$ cat src/rtl/fixed_point_pkg.sv
// fixed_point_pkg
//   Shared helpers for the fixed-point adder/subtractor family:
//   max function, derived internal widths and saturation-limit generator.
package fixed_point_pkg;

  function automatic int max_of(input int a, input int b);
    return (a > b) ? a : b;
  endfunction

  // Common integer width (sign included) after aligning two operands.
  function automatic int int_len(input int wi1, input int wi2);
    return max_of(wi1, wi2);
  endfunction

  // Common fraction width after aligning two operands.
  function automatic int frc_len(input int wf1, input int wf2);
    return max_of(wf1, wf2);
  endfunction

  // One guard bit above the aligned width makes add/sub exact.
  function automatic int full_width(input int il, input int fl);
    return il + fl + 1;
  endfunction

  // Two's-complement clamp values for a w-bit result (low w bits valid):
  // negative = 1 followed by 0s, positive = 0 followed by 1s.
  function automatic logic [63:0] sat_limit(input int w, input bit negative);
    if (negative)
      return 64'd1 << (w - 1);
    else
      return (64'd1 << (w - 1)) - 64'd1;
  endfunction

endpackage

$ cat src/rtl/fixed_point_align.sv
// fixed_point_align
//   Aligns one signed fixed-point operand Q(WI).(WF) to Q(IL).(FL):
//   sign-extends the integer part and zero-pads the fraction LSBs.
// Ports:
//   din  : [WI+WF-1:0] operand in its native format
//   dout : [IL+FL-1:0] aligned operand (IL >= WI, FL >= WF)
module fixed_point_align #(
  parameter int WI = 3,
  parameter int WF = 4,
  parameter int IL = 4,
  parameter int FL = 4
) (
  input  logic [WI+WF-1:0] din,
  output logic [IL+FL-1:0] dout
);

  // Sign-extend to the full aligned width, then shift left to move the
  // binary point; the vacated LSBs are the zero-padded fraction bits.
  assign dout = (IL + FL)'($signed(din)) <<< (FL - WF);

endmodule

$ cat src/rtl/fixed_point_subtractor_pipelined.sv
// fixed_point_subtractor_pipelined
//   Two-stage valid/ready pipeline computing input1 - input2 for signed
//   fixed-point operands Q(WI1).(WF1) and Q(WI2).(WF2), re-quantised to
//   Q(WIO).(WFO) with an overflow flag.
//   Optional macro FIXED_POINT_SUB_SATURATE_EN: clamp on overflow instead
//   of wrapping.
// Ports:
//   clk, reset          : rising-edge clock, async active-high reset
//   in_valid / in_ready : operand handshake
//   input1, input2      : minuend / subtrahend
//   out_valid/out_ready : result handshake
//   FixedPoint_Sub_Out  : difference, Q(WIO).(WFO)
//   overFlow            : result not representable (qualified by out_valid)
module fixed_point_subtractor_pipelined
  import fixed_point_pkg::*;
#(
  parameter int WI1 = 3,
  parameter int WF1 = 4,
  parameter int WI2 = 4,
  parameter int WF2 = 3,
  parameter int WIO = max_of(WI1, WI2) + 1,
  parameter int WFO = max_of(WF1, WF2)
) (
  input  logic                 clk,
  input  logic                 reset,
  input  logic                 in_valid,
  output logic                 in_ready,
  input  logic [WI1+WF1-1:0]   input1,
  input  logic [WI2+WF2-1:0]   input2,
  output logic                 out_valid,
  input  logic                 out_ready,
  output logic [WIO+WFO-1:0]   FixedPoint_Sub_Out,
  output logic                 overFlow
);

  localparam int IL = int_len(WI1, WI2);
  localparam int FL = frc_len(WF1, WF2);
  localparam int AL = IL + FL;
  localparam int FW = full_width(IL, FL);
  localparam int SW = IL + 1 + WFO;   // diff rescaled to WFO fraction bits
  localparam int OW = WIO + WFO;

  logic [AL-1:0]        al1, al2;
  logic signed [AL-1:0] op1_q, op2_q;
  logic                 s1_valid;
  logic                 s1_load, s2_load;
  logic signed [FW-1:0] diff;
  logic signed [SW-1:0] scaled;
  logic [OW-1:0]        res_n;
  logic                 ovf_n;

  fixed_point_align #(.WI(WI1), .WF(WF1), .IL(IL), .FL(FL)) u_align1 (
    .din (input1),
    .dout(al1)
  );

  fixed_point_align #(.WI(WI2), .WF(WF2), .IL(IL), .FL(FL)) u_align2 (
    .din (input2),
    .dout(al2)
  );

  assign s2_load  = !out_valid || out_ready;
  assign s1_load  = !s1_valid || s2_load;
  assign in_ready = s1_load;

  always_ff @(posedge clk or posedge reset) begin
    if (reset) begin
      s1_valid <= 1'b0;
      op1_q    <= '0;
      op2_q    <= '0;
    end else if (in_valid && in_ready) begin
      s1_valid <= 1'b1;
      op1_q    <= al1;
      op2_q    <= al2;
    end else if (s2_load) begin
      s1_valid <= 1'b0;
    end
  end

  assign diff = FW'(op1_q) - FW'(op2_q);

  // Fraction re-quantisation: arithmetic right shift truncates toward -inf.
  generate
    if (WFO >= FL) begin : g_frc_pad
      assign scaled = SW'(diff) <<< (WFO - FL);
    end else begin : g_frc_trunc
      logic signed [FW-1:0] shifted;
      assign shifted = diff >>> (FL - WFO);
      assign scaled  = SW'(shifted);
    end
  endgenerate

  generate
    if (OW >= SW) begin : g_int_ext
      assign res_n = OW'(scaled);
      assign ovf_n = 1'b0;
    end else begin : g_int_trunc
      // Bits above the retained sign must all match it for a faithful result.
      logic [SW-OW:0] upper;
      logic [OW-1:0]  wrapped;
      assign upper   = scaled[SW-1:OW-1];
      assign wrapped = scaled[OW-1:0];
      assign ovf_n   = !((&upper) || !(|upper));
`ifdef FIXED_POINT_SUB_SATURATE_EN
      localparam logic [OW-1:0] SAT_POS = OW'(sat_limit(OW, 1'b0));
      localparam logic [OW-1:0] SAT_NEG = OW'(sat_limit(OW, 1'b1));
      assign res_n = !ovf_n ? wrapped : (diff[FW-1] ? SAT_NEG : SAT_POS);
`else
      assign res_n = wrapped;
`endif
    end
  endgenerate

  always_ff @(posedge clk or posedge reset) begin
    if (reset) begin
      out_valid          <= 1'b0;
      FixedPoint_Sub_Out <= '0;
      overFlow           <= 1'b0;
    end else if (s2_load) begin
      out_valid <= s1_valid;
      if (s1_valid) begin
        FixedPoint_Sub_Out <= res_n;
        overFlow           <= ovf_n;
      end
    end
  end

endmodule
$ cat config.mk
export PLATFORM = sky130hd
export DESIGN_NAME = fixed_point_subtractor_pipelined
export DESIGN_NICKNAME = d
export VERILOG_FILES = /design/src/rtl/fixed_point_pkg.sv /design/src/rtl/fixed_point_align.sv /design/src/rtl/fixed_point_subtractor_pipelined.sv
export SDC_FILE = /design/constraint.sdc
export NUM_CORES = 1
export LEC_CHECK = 0
export BUFFER_PORTS_ARGS = -buffer_cell sky130_fd_sc_hd__buf_2
export CORE_MARGIN = 2
export CORE_UTILIZATION = 25
export CTS_CLUSTER_DIAMETER = 30
export DETAILED_ROUTE_END_ITERATION = 8
export SLEW_MARGIN = 0
export SYNTH_ARGS = -nofsm -noshare
export SYNTH_HDL_FRONTEND = slang
export SYNTH_HIERARCHICAL = 1
export SYNTH_SLANG_ARGS = --single-unit
$ cat constraint.sdc
create_clock -name clk -period 2.2 [get_ports clk]
set_input_delay 0.11 -clock clk [delete_from_list [all_inputs] [get_ports clk]]
set_output_delay 0.11 -clock clk [all_outputs]
set_load 0.01 [all_outputs]
==> impl_summary.log, run 1 <==
[metrics] number of antenna violations at the first check in global routing: 0
[metrics] Die Area: 6940 um2
[metrics] Net count, final: 191
[metrics] y dimension of the die: 83.3 um
[metrics] final cell area excluding filler cells: 1740 um2
[metrics] Worst setup EP type: register
[metrics] setup slack on the worst flop-to-flop path: 350 ps
[metrics] number of inserted filler cells in the final layout: 634
[metrics] final HPWL from detailed placement: 2.19 mm
[metrics] leakage power of the design: 0.817 nW
[metrics] H-tree level count: 1
[metrics] IO Port Bufs: 28
[metrics] clock tree root driver cell: sky130_fd_sc_hd__clkbuf_8
[metrics] horizontal die dimension: 83.3 um
[metrics] clock tree from TritonCTS: done
[metrics] internal power component: 1.02 mW
[metrics] met2 routing resource usage after global routing: 13.9%
[metrics] cell area after placement: 1680 um2
[metrics] sequential share of the synthesized area: 43.0%
[metrics] status: finished, final reports clean
[metrics] net count of the mapped netlist: 174
[metrics] vias after detailed routing: 1058
[metrics] met1 usage in global routing: 12.2%
[metrics] timing startpoint of the critical path: op1_q[0]
[metrics] CTS Buf Count: 3
[metrics] post-DR vias/cell: 4.45
[metrics] # Max-Cap Violations: 0
[metrics] power share of the clock group: 18.5%
[metrics] pwr/cell area: 889 nW/um2
[metrics] number of warnings reported in the yosys synthesis log: 6
[metrics] fraction of synthesis flops using an asynchronous set or reset pin: 100%
[metrics] Required @ worst endpoint: 2410 ps
[metrics] Cells after DPL: 233
[metrics] setup clock skew after layout: 7.18 ps
[metrics] Clock Path Buffers: 2
[metrics] diode count: 0
[metrics] post-synthesis cell count: 147
[metrics] postcts setup bufs: 0
[metrics] net load switching power: 528 uW
[metrics] total negative slack for setup checks: 0 ps
[metrics] Initial DRC Count: 20
[metrics] GRT Resource Usage Total: 8.83%
[metrics] initial core utilization: 26.2%
[metrics] area inside the core boundary: 5990 um2
[metrics] busiest grt layer: met2
[metrics] filler-free cell count of the finished design: 238
[metrics] DRC violation count after routing: 0
[metrics] Worst Setup Start Kind: register
[metrics] distinct cell type count of the synthesized netlist: 35
[metrics] #FFs+latches synth: 27
[metrics] clock slew at reported path FFs: 100 ps
[metrics] Sinks on Clock Net: 27
[metrics] RSZ-0062 raised after global routing: no
[metrics] Gate power share: 37.9%
[metrics] area added between synthesis and finish: 10.5%
[metrics] # setup viols final: 0
[metrics] DRT antenna net count: 0
[metrics] Max Fanout on Critical Path: 4
[metrics] Top FF cell, synth: sky130_fd_sc_hd__dfrtp_1
[metrics] arrival time reported for the critical path endpoint: 2060 ps
[metrics] Post-Route WL: 2.93 mm
[metrics] startpoint of the worst-slack reg-to-reg timing path: op1_q[0]
[metrics] Min-Delay Path Class: input pin to register
[metrics] crit share post-route: 84.1%
[metrics] time the worst path needs with I/O delays and setup: 1850 ps
[metrics] maximum number of pins on one net before global-route repair: 28
[metrics] final estimated routing congestion in global placement: 0.754
[metrics] max-slew violation count: 0
[metrics] Detailed Routing Iterations Pass 1: 4
[metrics] endpoint of the worst-slack reg-to-reg timing path: FixedPoint_Sub_Out[6]
[metrics] syn_area_per_cell: 10.7 um2
[metrics] gr ovfl total: 0
[metrics] clock latency reported for the late side of the worst-skew pair: 280 ps
[metrics] count of standard-cell rows: 28
[metrics] WL per Instance: 12.3 um
[metrics] peak supply drop: 0.000335 V
[metrics] Final Hold Slack: 48.8 ps
[metrics] final count of hold timing violations: 0
[metrics] class of the most critical setup path: register to register
[metrics] first-pass GRT wire length: 5.10 mm
[metrics] Register-to-Register Path Depth: 7
[metrics] EDFF count, synth: 0
[metrics] routing usage on met3: 0.895%
[metrics] post-synth design cell area: 1570 um2
[metrics] depth of the worst hold-timing path: 2
[metrics] fraction of final layout cells sized beyond drive strength 1: 33.1%
[metrics] via count of the first global-routing pass: 1101
[metrics] switching share of total power: 34.2%
[metrics] total I/O pin count: 30
[metrics] crit path to: FixedPoint_Sub_Out[6]
[metrics] Reg power frac: 43.6%
[metrics] peak clock frequency supported by timing: 541 MHz
how the worst min path moves through the flow:
stage | from | end
floorplan | reset | FixedPoint_Sub_Out[0]
global placement | reset | op2_q[0]
detailed placement | reset | op2_q[0]
CTS | in_valid | s1_valid
global route | input2[6] | op2_q[7]
finish | in_valid | s1_valid
flip-flops by register name, summed over array words and instances (netlist names):
signal and flops:
FixedPoint_Sub_Out 9, op1_q 8, op2_q 8, out_valid 1, s1_valid 1
layout by cell type, fill, tap and decap left out, types with 2 or more instances in the layout:
cell                         n
sky130_fd_sc_hd__conb_1      2
sky130_fd_sc_hd__o21a_1      4
sky130_fd_sc_hd__or4_1       3
sky130_fd_sc_hd__o31a_1      3
sky130_fd_sc_hd__inv_1      13
sky130_fd_sc_hd__clkbuf_8    3
sky130_fd_sc_hd__ha_1        8
sky130_fd_sc_hd__o2111ai_1   2
sky130_fd_sc_hd__nor3_1      2
sky130_fd_sc_hd__mux2_2     16
sky130_fd_sc_hd__dfrtp_1    27
sky130_fd_sc_hd__or3_1       2
sky130_fd_sc_hd__nor2_1      2
sky130_fd_sc_hd__o21ai_0     8
sky130_fd_sc_hd__o311a_1     3
sky130_fd_sc_hd__nand4_1     2
sky130_fd_sc_hd__buf_4       2
sky130_fd_sc_hd__buf_2      28
sky130_fd_sc_hd__nand3_1     3
sky130_fd_sc_hd__nand2b_1    5
sky130_fd_sc_hd__nand2_1     8
power groups by stage:
| stage | Combinational [mW] | Sequential (mW) | Clock, mW |
|---|---|---|---|
| floorplan | 0.390 | 0.711 | 0 |
| global placement | 0.579 | 0.685 | 0 |
| detailed placement | 0.583 | 0.688 | 0 |
| CTS | 0.589 | 0.678 | 0.301 |
| global route | 0.657 | 0.692 | 0.321 |
| finish | 0.585 | 0.673 | 0.286 |
layer usage:
layer,share of wire (%),wire length [um],vias up
li1,-,-,528
met4,1.9,57,0
met3,2.9,84,5
met1,51,1490,493
met5,0,0,-
met2,44,1300,32
timing repair:
| action | CTS | global route |
|---|---|---|
| endpoints found under the hold margin | 27 | 0 |
| hold buffers | 1 | 0 |
| endpoints found under the setup margin | 0 | 0 |
| resized for setup | 0 | 0 |
area by class of cell:
cell class | count | area [um2] | area share [%]
Sequential cell | 27 | 676 | 38.9
Multi-Input combinational cell | 88 | 707 | 40.7
Clock buffer | 3 | 41.3 | 2.38
Clock inverter | 1 | 5.00 | 0.288
Timing Repair Buffer | 31 | 165 | 9.51
Inverter | 13 | 48.8 | 2.81
Tap cell | 75 | 93.8 | 5.40
through the flow:
stage / total power, mW / utilization [%] / worst slack [ps]
after detailed placement: 1.27 / 28.0 / 381
after global placement: 1.26 / 28.0 / 426
after CTS: 1.57 / 29.0 / 356
final: 1.54 / 29.0 / 350
after floorplan: 1.10 / - / 473
after global routing: 1.67 / 29.0 / 239
logic make-up (layout without fill, tap and decap cells):
| group | count (synthesis) | in the layout | synth area share, % |
|---|---|---|---|
| AOI/OAI and AO/OA | 26 | 26 | 12.0 |
| muxes | 16 | 16 | 11.5 |
| and+or+nand+nor | 34 | 34 | 12.8 |
| other | 2 | 2 | 0.478 |
| DFF | 27 | 27 | 43.0 |
| adders and majority gates | 9 | 9 | 7.64 |
| buffers and inverters | 32 | 48 | 12.0 |
| xor gates and xnor gates | 1 | 1 | 0.557 |
synth_stat cells, drive strengths merged (4+ instances only):
library cell / count / area share (%)
o21a: 4 / 1.9
mux2: 16 / 11
dfrtp: 27 / 43
ha: 8 / 6.4
buf: 19 / 8.9
o21ai: 8 / 2.5
nand2b: 5 / 2.0
inv: 13 / 3.1
o31a: 4 / 2.3
nand2: 9 / 2.3
critical path, cell delays in order, from the launching register on:
cell	delay [ps]
sky130_fd_sc_hd__dfrtp_1	390
sky130_fd_sc_hd__inv_1	50
sky130_fd_sc_hd__ha_1	180
sky130_fd_sc_hd__fa_1	270
sky130_fd_sc_hd__nor2b_4	60
sky130_fd_sc_hd__o31a_1	280
sky130_fd_sc_hd__or4_1	470
sky130_fd_sc_hd__nand3_1	90
(Power assumes the default switching activity.)
==> run 2: changes to the inputs <==
clock period = 1.7 ns   (was 2.2 ns; I/O delays follow)
==> run 2 against run 1 <==
  * The flow now finishes with violations (setup timing)
  * Cell count increased by 5.9%
  * Critical path depth decreased by 2
  * Setup slack got worse by 410 ps
  * Fmax increased by 5.1%
  * Combinational power increased by 47%
  * Clock power increased by 32%
  * Die area unchanged
  * Non-clock buffer count increased by 14
  * Largest power group unchanged
  * Highest routed layer unchanged
==> impl_summary.log, run 2 (synthesis results as in run 1) <==
[metrics] pwr/cell area: 1130 nW/um2
[metrics] internal power component: 1.40 mW
[metrics] max-slew violation count: 0
[metrics] fraction of final layout cells sized beyond drive strength 1: 40.7%
[metrics] number of flip-flops in the largest register: 9
[metrics] gr ovfl total: 0
[metrics] number of inserted filler cells in the final layout: 618
[metrics] area added between synthesis and finish: 18.2%
[metrics] net load switching power: 711 uW
[metrics] CTS Buf Count: 3
[metrics] Min-Delay Path Class: input pin to register
[metrics] Required @ worst endpoint: 1920 ps
[metrics] horizontal die dimension: 83.3 um
[metrics] overall power after layout: 2.11 mW
[metrics] via count of the first global-routing pass: 1039
[metrics] GRT Resource Usage Total: 8.66%
[metrics] power share of the clock group: 17.9%
[metrics] # setup viols final: 3
[metrics] maximum number of pins on one net before global-route repair: 28
[metrics] class of the most critical setup path: register to register
[metrics] clock slew at reported path FFs: 100 ps
[metrics] Initial DRC Count: 34
[metrics] count of standard-cell rows: 28
[metrics] area inside the core boundary: 5990 um2
[metrics] status: complete, but fails checks
[metrics] RSZ-0062 raised after global routing: yes
[metrics] Net count, final: 205
[metrics] Worst Setup Start Kind: register
[metrics] switching share of total power: 33.7%
[metrics] # Max-Cap Violations: 0
[metrics] total I/O pin count: 30
[metrics] Die Area: 6940 um2
[metrics] peak clock frequency supported by timing: 568 MHz
[metrics] final HPWL from detailed placement: 2.27 mm
[metrics] Reg power frac: 41.2%
[metrics] IO Port Bufs: 28
[metrics] clock latency reported for the late side of the worst-skew pair: 270 ps
[metrics] post-layout utilization of the core: 31.0%
[metrics] Post-Route WL: 2.93 mm
[metrics] final count of hold timing violations: 0
[metrics] Sinks on Clock Net: 27
[metrics] DRT antenna net count: 0
[metrics] crit share post-route: 103%
[metrics] post-DR vias/cell: 4.48
[metrics] time the worst path needs with I/O delays and setup: 1760 ps
[metrics] most common library cell in the layout ignoring fill and taps: sky130_fd_sc_hd__buf_2
[metrics] number of antenna violations at the first check in global routing: 0
[metrics] y dimension of the die: 83.3 um
[metrics] Worst setup EP type: register
[metrics] arrival time reported for the critical path endpoint: 1980 ps
[metrics] setup slack after layout: -59.4 ps
[metrics] diode count: 0
[metrics] clock tree root driver cell: sky130_fd_sc_hd__clkbuf_8
[metrics] Place WS: -93.6 ps
[metrics] Detailed Routing Iterations Pass 1: 4
[metrics] setup clock skew after layout: 2.86 ps
[metrics] Gate power share: 40.9%
[metrics] commonest cells after routing, fill and taps aside: sky130_fd_sc_hd__buf_2 (28), sky130_fd_sc_hd__dfrtp_1 (27), sky130_fd_sc_hd__mux2_2 (16), sky130_fd_sc_hd__buf_4 (16), sky130_fd_sc_hd__inv_1 (13)
[metrics] peak supply drop: 0.000370 V
[metrics] vias after detailed routing: 1130
[metrics] DRC violation count after routing: 0
[metrics] Most flops, register: FixedPoint_Sub_Out
[metrics] clock tree from TritonCTS: done
[metrics] initial core utilization: 26.2%
[metrics] leakage power of the design: 0.884 nW
[metrics] Max Fanout on Critical Path: 4
[metrics] final estimated routing congestion in global placement: 0.809
[metrics] total negative slack for setup checks: -131 ps
[metrics] Clock Path Buffers: 2
[metrics] WL per Instance: 11.6 um
[metrics] H-tree level count: 1
[metrics] registers with the most flip-flops: FixedPoint_Sub_Out: 9 flops, op1_q: 8 flops, op2_q: 8 flops
[metrics] failing checks: setup timing
[metrics] first-pass GRT wire length: 4.97 mm
## run 2: power groups by stage
| stage | Clock (mW) | Sequential (mW) | Combinational (mW) |
|---|---|---|---|
| finish | 0.378 | 0.868 | 0.862 |
| global route | 0.429 | 0.890 | 0.963 |
| CTS | 0.394 | 0.873 | 0.860 |
| detailed placement | 0 | 0.887 | 0.832 |
| global placement | 0 | 0.880 | 0.827 |
| floorplan | 0 | 0.920 | 0.508 |
## run 2: final timing paths
path | start | end | slack [ps] | cells past startpoint
max | op1_q[1] | FixedPoint_Sub_Out[7] | -60 | 5
min | in_valid | s1_valid | 20 | 2
max reg2reg | op1_q[1] | FixedPoint_Sub_Out[7] | -60 | 5
min reg2reg | FixedPoint_Sub_Out[1] | FixedPoint_Sub_Out[1] | 480 | 2
max in group asynchronous | reset | FixedPoint_Sub_Out[4] | 1040 | 4
min in group asynchronous | reset | op1_q[5] | 400 | 4
## run 2: worst max-delay path: stages (launching register included)
cell	delay, ps
sky130_fd_sc_hd__dfrtp_1	390
sky130_fd_sc_hd__ha_1	280
sky130_fd_sc_hd__nor2b_1	140
sky130_fd_sc_hd__o31a_1	290
sky130_fd_sc_hd__or4_1	520
sky130_fd_sc_hd__nand3_1	90
## run 2: layout make-up
| cell class | instances | area (um2) | area share [%] |
|---|---|---|---|
| multi-input combinational | 88 | 721 | 38.8 |
| sequential | 27 | 676 | 36.4 |
| timing repair buffer | 45 | 270 | 14.5 |
| tap | 75 | 93.8 | 5.05 |
| inverter | 13 | 48.8 | 2.63 |
| clock buffer | 3 | 41.3 | 2.22 |
| clock inverter | 1 | 7.51 | 0.404 |
## run 2: layer usage
metal | routed length, um | global-route usage [%] | vias to the layer above
li1 | - | - | 560
met1 | 1420 | 12.3 | 529
met2 | 1380 | 13.3 | 37
met3 | 113 | 1.49 | 4
met4 | 22 | 2.68 | 0
met5 | 0 | 0 | -
## run 2: repair_timing
action,CTS,global route
cloned,0,0
hold buffers,1,0
setup buffers,2,1
pin swaps,3,1
setup endpoints to repair,4,6
gates resized for setup,2,1
endpoints found under the hold margin,27,0
## run 2: metrics by stage
| stage | hold WS (ps) | cells | instance area [um2] |
|---|---|---|---|
| after global placement | 167 | 244 | 1770 |
| after CTS | 16.8 | 251 | 1850 |
| final | 19.8 | 252 | 1860 |
| after global routing | 18.7 | 252 | 1860 |
| after detailed placement | 167 | 244 | 1770 |
| after floorplan | 138 | 147 | 1580 |
==> run 3: changes to the inputs <==
REMOVE_ABC_BUFFERS = 1   (was unset)
==> run 3 against run 2 <==
  * The flow still finishes with violations (setup timing)
  * Largest cell class unchanged
  * Largest power group is now combinational logic
  * Final area rose by 0.74%
  * Worst hold slack better by 2.6 ps
  * Routed wire length barely moved
  * Sequential share of layout area shrank 0.27 points
  * Count of clock-buffer cells in the layout is 1 higher
  * Highest routed layer unchanged
==> impl_summary.log, run 3 (synthesis results as in run 1) <==
[metrics] critical path cell sequence: inv_1 > ha_1 > nor2b_4 > o31a_1 > or4_1 > nand3_1
[metrics] status: complete, but fails checks
[metrics] GRT Resource Usage Total: 8.74%
[metrics] Post-Route WL: 2.94 mm
[metrics] Net count, final: 205
[metrics] number of inserted filler cells in the final layout: 630
[metrics] pwr/cell area: 1130 nW/um2
[metrics] max-slew violation count: 0
[metrics] peak clock frequency supported by timing: 572 MHz
[metrics] vias after detailed routing: 1116
[metrics] area added between synthesis and finish: 19.1%
[metrics] y dimension of the die: 83.3 um
[metrics] clock tree from TritonCTS: done
[metrics] leakage power of the design: 0.889 nW
[metrics] setup clock skew after layout: 4.45 ps
[metrics] time the worst path needs with I/O delays and setup: 1750 ps
[metrics] number of flip-flops in the largest register: 9
[metrics] count of standard-cell rows: 28
[metrics] via count of the first global-routing pass: 1101
[metrics] maximum single-stage delay on the critical path: 420 ps
[metrics] Critical path buffers and inverters: 1
[metrics] setup slack on the worst flop-to-flop path: -50 ps
[metrics] overall power after layout: 2.12 mW
[metrics] commonest cells after routing, fill and taps aside: sky130_fd_sc_hd__buf_2 (28), sky130_fd_sc_hd__dfrtp_1 (27), sky130_fd_sc_hd__mux2_2 (16), sky130_fd_sc_hd__buf_4 (16), sky130_fd_sc_hd__inv_1 (11)
[metrics] Max Fanout on Critical Path: 4
[metrics] peak supply drop: 0.000308 V
[metrics] WL per Instance: 11.7 um
[metrics] Detailed Routing Iterations Pass 1: 5
[metrics] Die Area: 6940 um2
[metrics] gr ovfl total: 0
[metrics] clock slew at reported path FFs: 90 ps
[metrics] Worst Setup Start Kind: register
[metrics] clock tree root driver cell: sky130_fd_sc_hd__clkbuf_8
[metrics] maximum number of pins on one net before global-route repair: 28
[metrics] most common library cell in the layout ignoring fill and taps: sky130_fd_sc_hd__buf_2
[metrics] registers with the most flip-flops: FixedPoint_Sub_Out: 9 flops, op1_q: 8 flops, op2_q: 8 flops
[metrics] total I/O pin count: 30
[metrics] fraction of final layout cells sized beyond drive strength 1: 41.8%
[metrics] final estimated routing congestion in global placement: 0.784
[metrics] Crit-path slowest cell: sky130_fd_sc_hd__or4_1
[metrics] final HPWL from detailed placement: 2.20 mm
[metrics] DRT antenna net count: 0
[metrics] Sinks on Clock Net: 27
[metrics] crit share post-route: 103%
[metrics] diode count: 0
[metrics] Required @ worst endpoint: 1910 ps
[metrics] post-DR vias/cell: 4.43
[metrics] horizontal die dimension: 83.3 um
[metrics] Min-Delay Path Class: input pin to register
[metrics] H-tree level count: 1
[metrics] setup slack after layout: -47.6 ps
[metrics] post-layout utilization of the core: 31.2%
[metrics] DRC violation count after routing: 0
[metrics] area inside the core boundary: 5990 um2
[metrics] # Max-Cap Violations: 0
[metrics] crit-path leading delay family: simple AND/OR/NAND/NOR gates
[metrics] number of antenna violations at the first check in global routing: 0
[metrics] first-pass GRT wire length: 5.02 mm
[metrics] Clock Path Buffers: 2
[metrics] final count of hold timing violations: 0
[metrics] # setup viols final: 2
[metrics] RSZ-0062 raised after global routing: yes
[metrics] initial core utilization: 26.2%
[metrics] Worst setup EP type: register
[metrics] Most flops, register: FixedPoint_Sub_Out
[metrics] Initial DRC Count: 29
[metrics] CTS Buf Count: 3
[metrics] clock latency reported for the late side of the worst-skew pair: 270 ps
[metrics] IO Port Bufs: 28
[metrics] class of the most critical setup path: register to register
[metrics] failing checks: setup timing
[metrics] arrival time reported for the critical path endpoint: 1960 ps
-- run 3: final cells by class --
class	instances	area, um2	share of cell area (%)
Tap cell	75	93.8	5.01
Multi-Input combinational cell	88	738	39.4
Timing Repair Buffer	45	270	14.4
Clock buffer	4	45.0	2.41
Sequential cell	27	676	36.1
Inverter	13	48.8	2.61
-- run 3: what timing repair did --
| action | in CTS | in global routing |
|---|---|---|
| setup endpoints to repair | 4 | 5 |
| hold buffers | 1 | 0 |
| resized for setup | 4 | 6 |
| endpoints found under the hold margin | 27 | 0 |
| pin swaps | 9 | 9 |
| setup buffers | 1 | 3 |
-- run 3: worst paths after layout --
kind	start	end	cells past startpoint
max in group asynchronous	reset	op1_q[3]	4
setup reg to reg	op2_q[1]	FixedPoint_Sub_Out[5]	6
hold reg to reg	FixedPoint_Sub_Out[2]	FixedPoint_Sub_Out[2]	2
setup / recovery	op2_q[1]	FixedPoint_Sub_Out[5]	6
hold / removal	in_valid	s1_valid	2
min in group asynchronous	reset	FixedPoint_Sub_Out[3]	4
-- run 3: report_power, final --
part	internal [mW]	switching (mW)
clock	0.168	0.200
sequential	0.792	0.0776
combinational	0.458	0.428
-- run 3: per-layer routing --
metal	track usage, %	share of wire (%)	up-vias
met5	0	0	-
met1	12.1	49	521
met2	13.3	46	27
li1	-	-	561
met3	0.696	2.2	7
met4	5.07	3.1	0
-- run 3: per-stage QoR --
step	setup WS (ps)	hold slack (ps)	instances	cell area [um2]	TNS [ps]
finish	-47.6	22.4	252	1870	-55.2
global route	-95.5	23.2	252	1870	-277
CTS	-77.1	22.0	249	1830	-190
detailed placement	-106	171	243	1760	-231
global placement	-61.5	165	243	1760	-125
floorplan	-27.1	138	128	1430	-28.9
-- run 3: worst register-to-register path, stage by stage, from the launching register on --
cell                      delay (ps)
sky130_fd_sc_hd__dfrtp_1         360
sky130_fd_sc_hd__inv_1            50
sky130_fd_sc_hd__ha_1            290
sky130_fd_sc_hd__nor2b_4         130
sky130_fd_sc_hd__o31a_1          330
sky130_fd_sc_hd__or4_1           420
sky130_fd_sc_hd__nand3_1         110
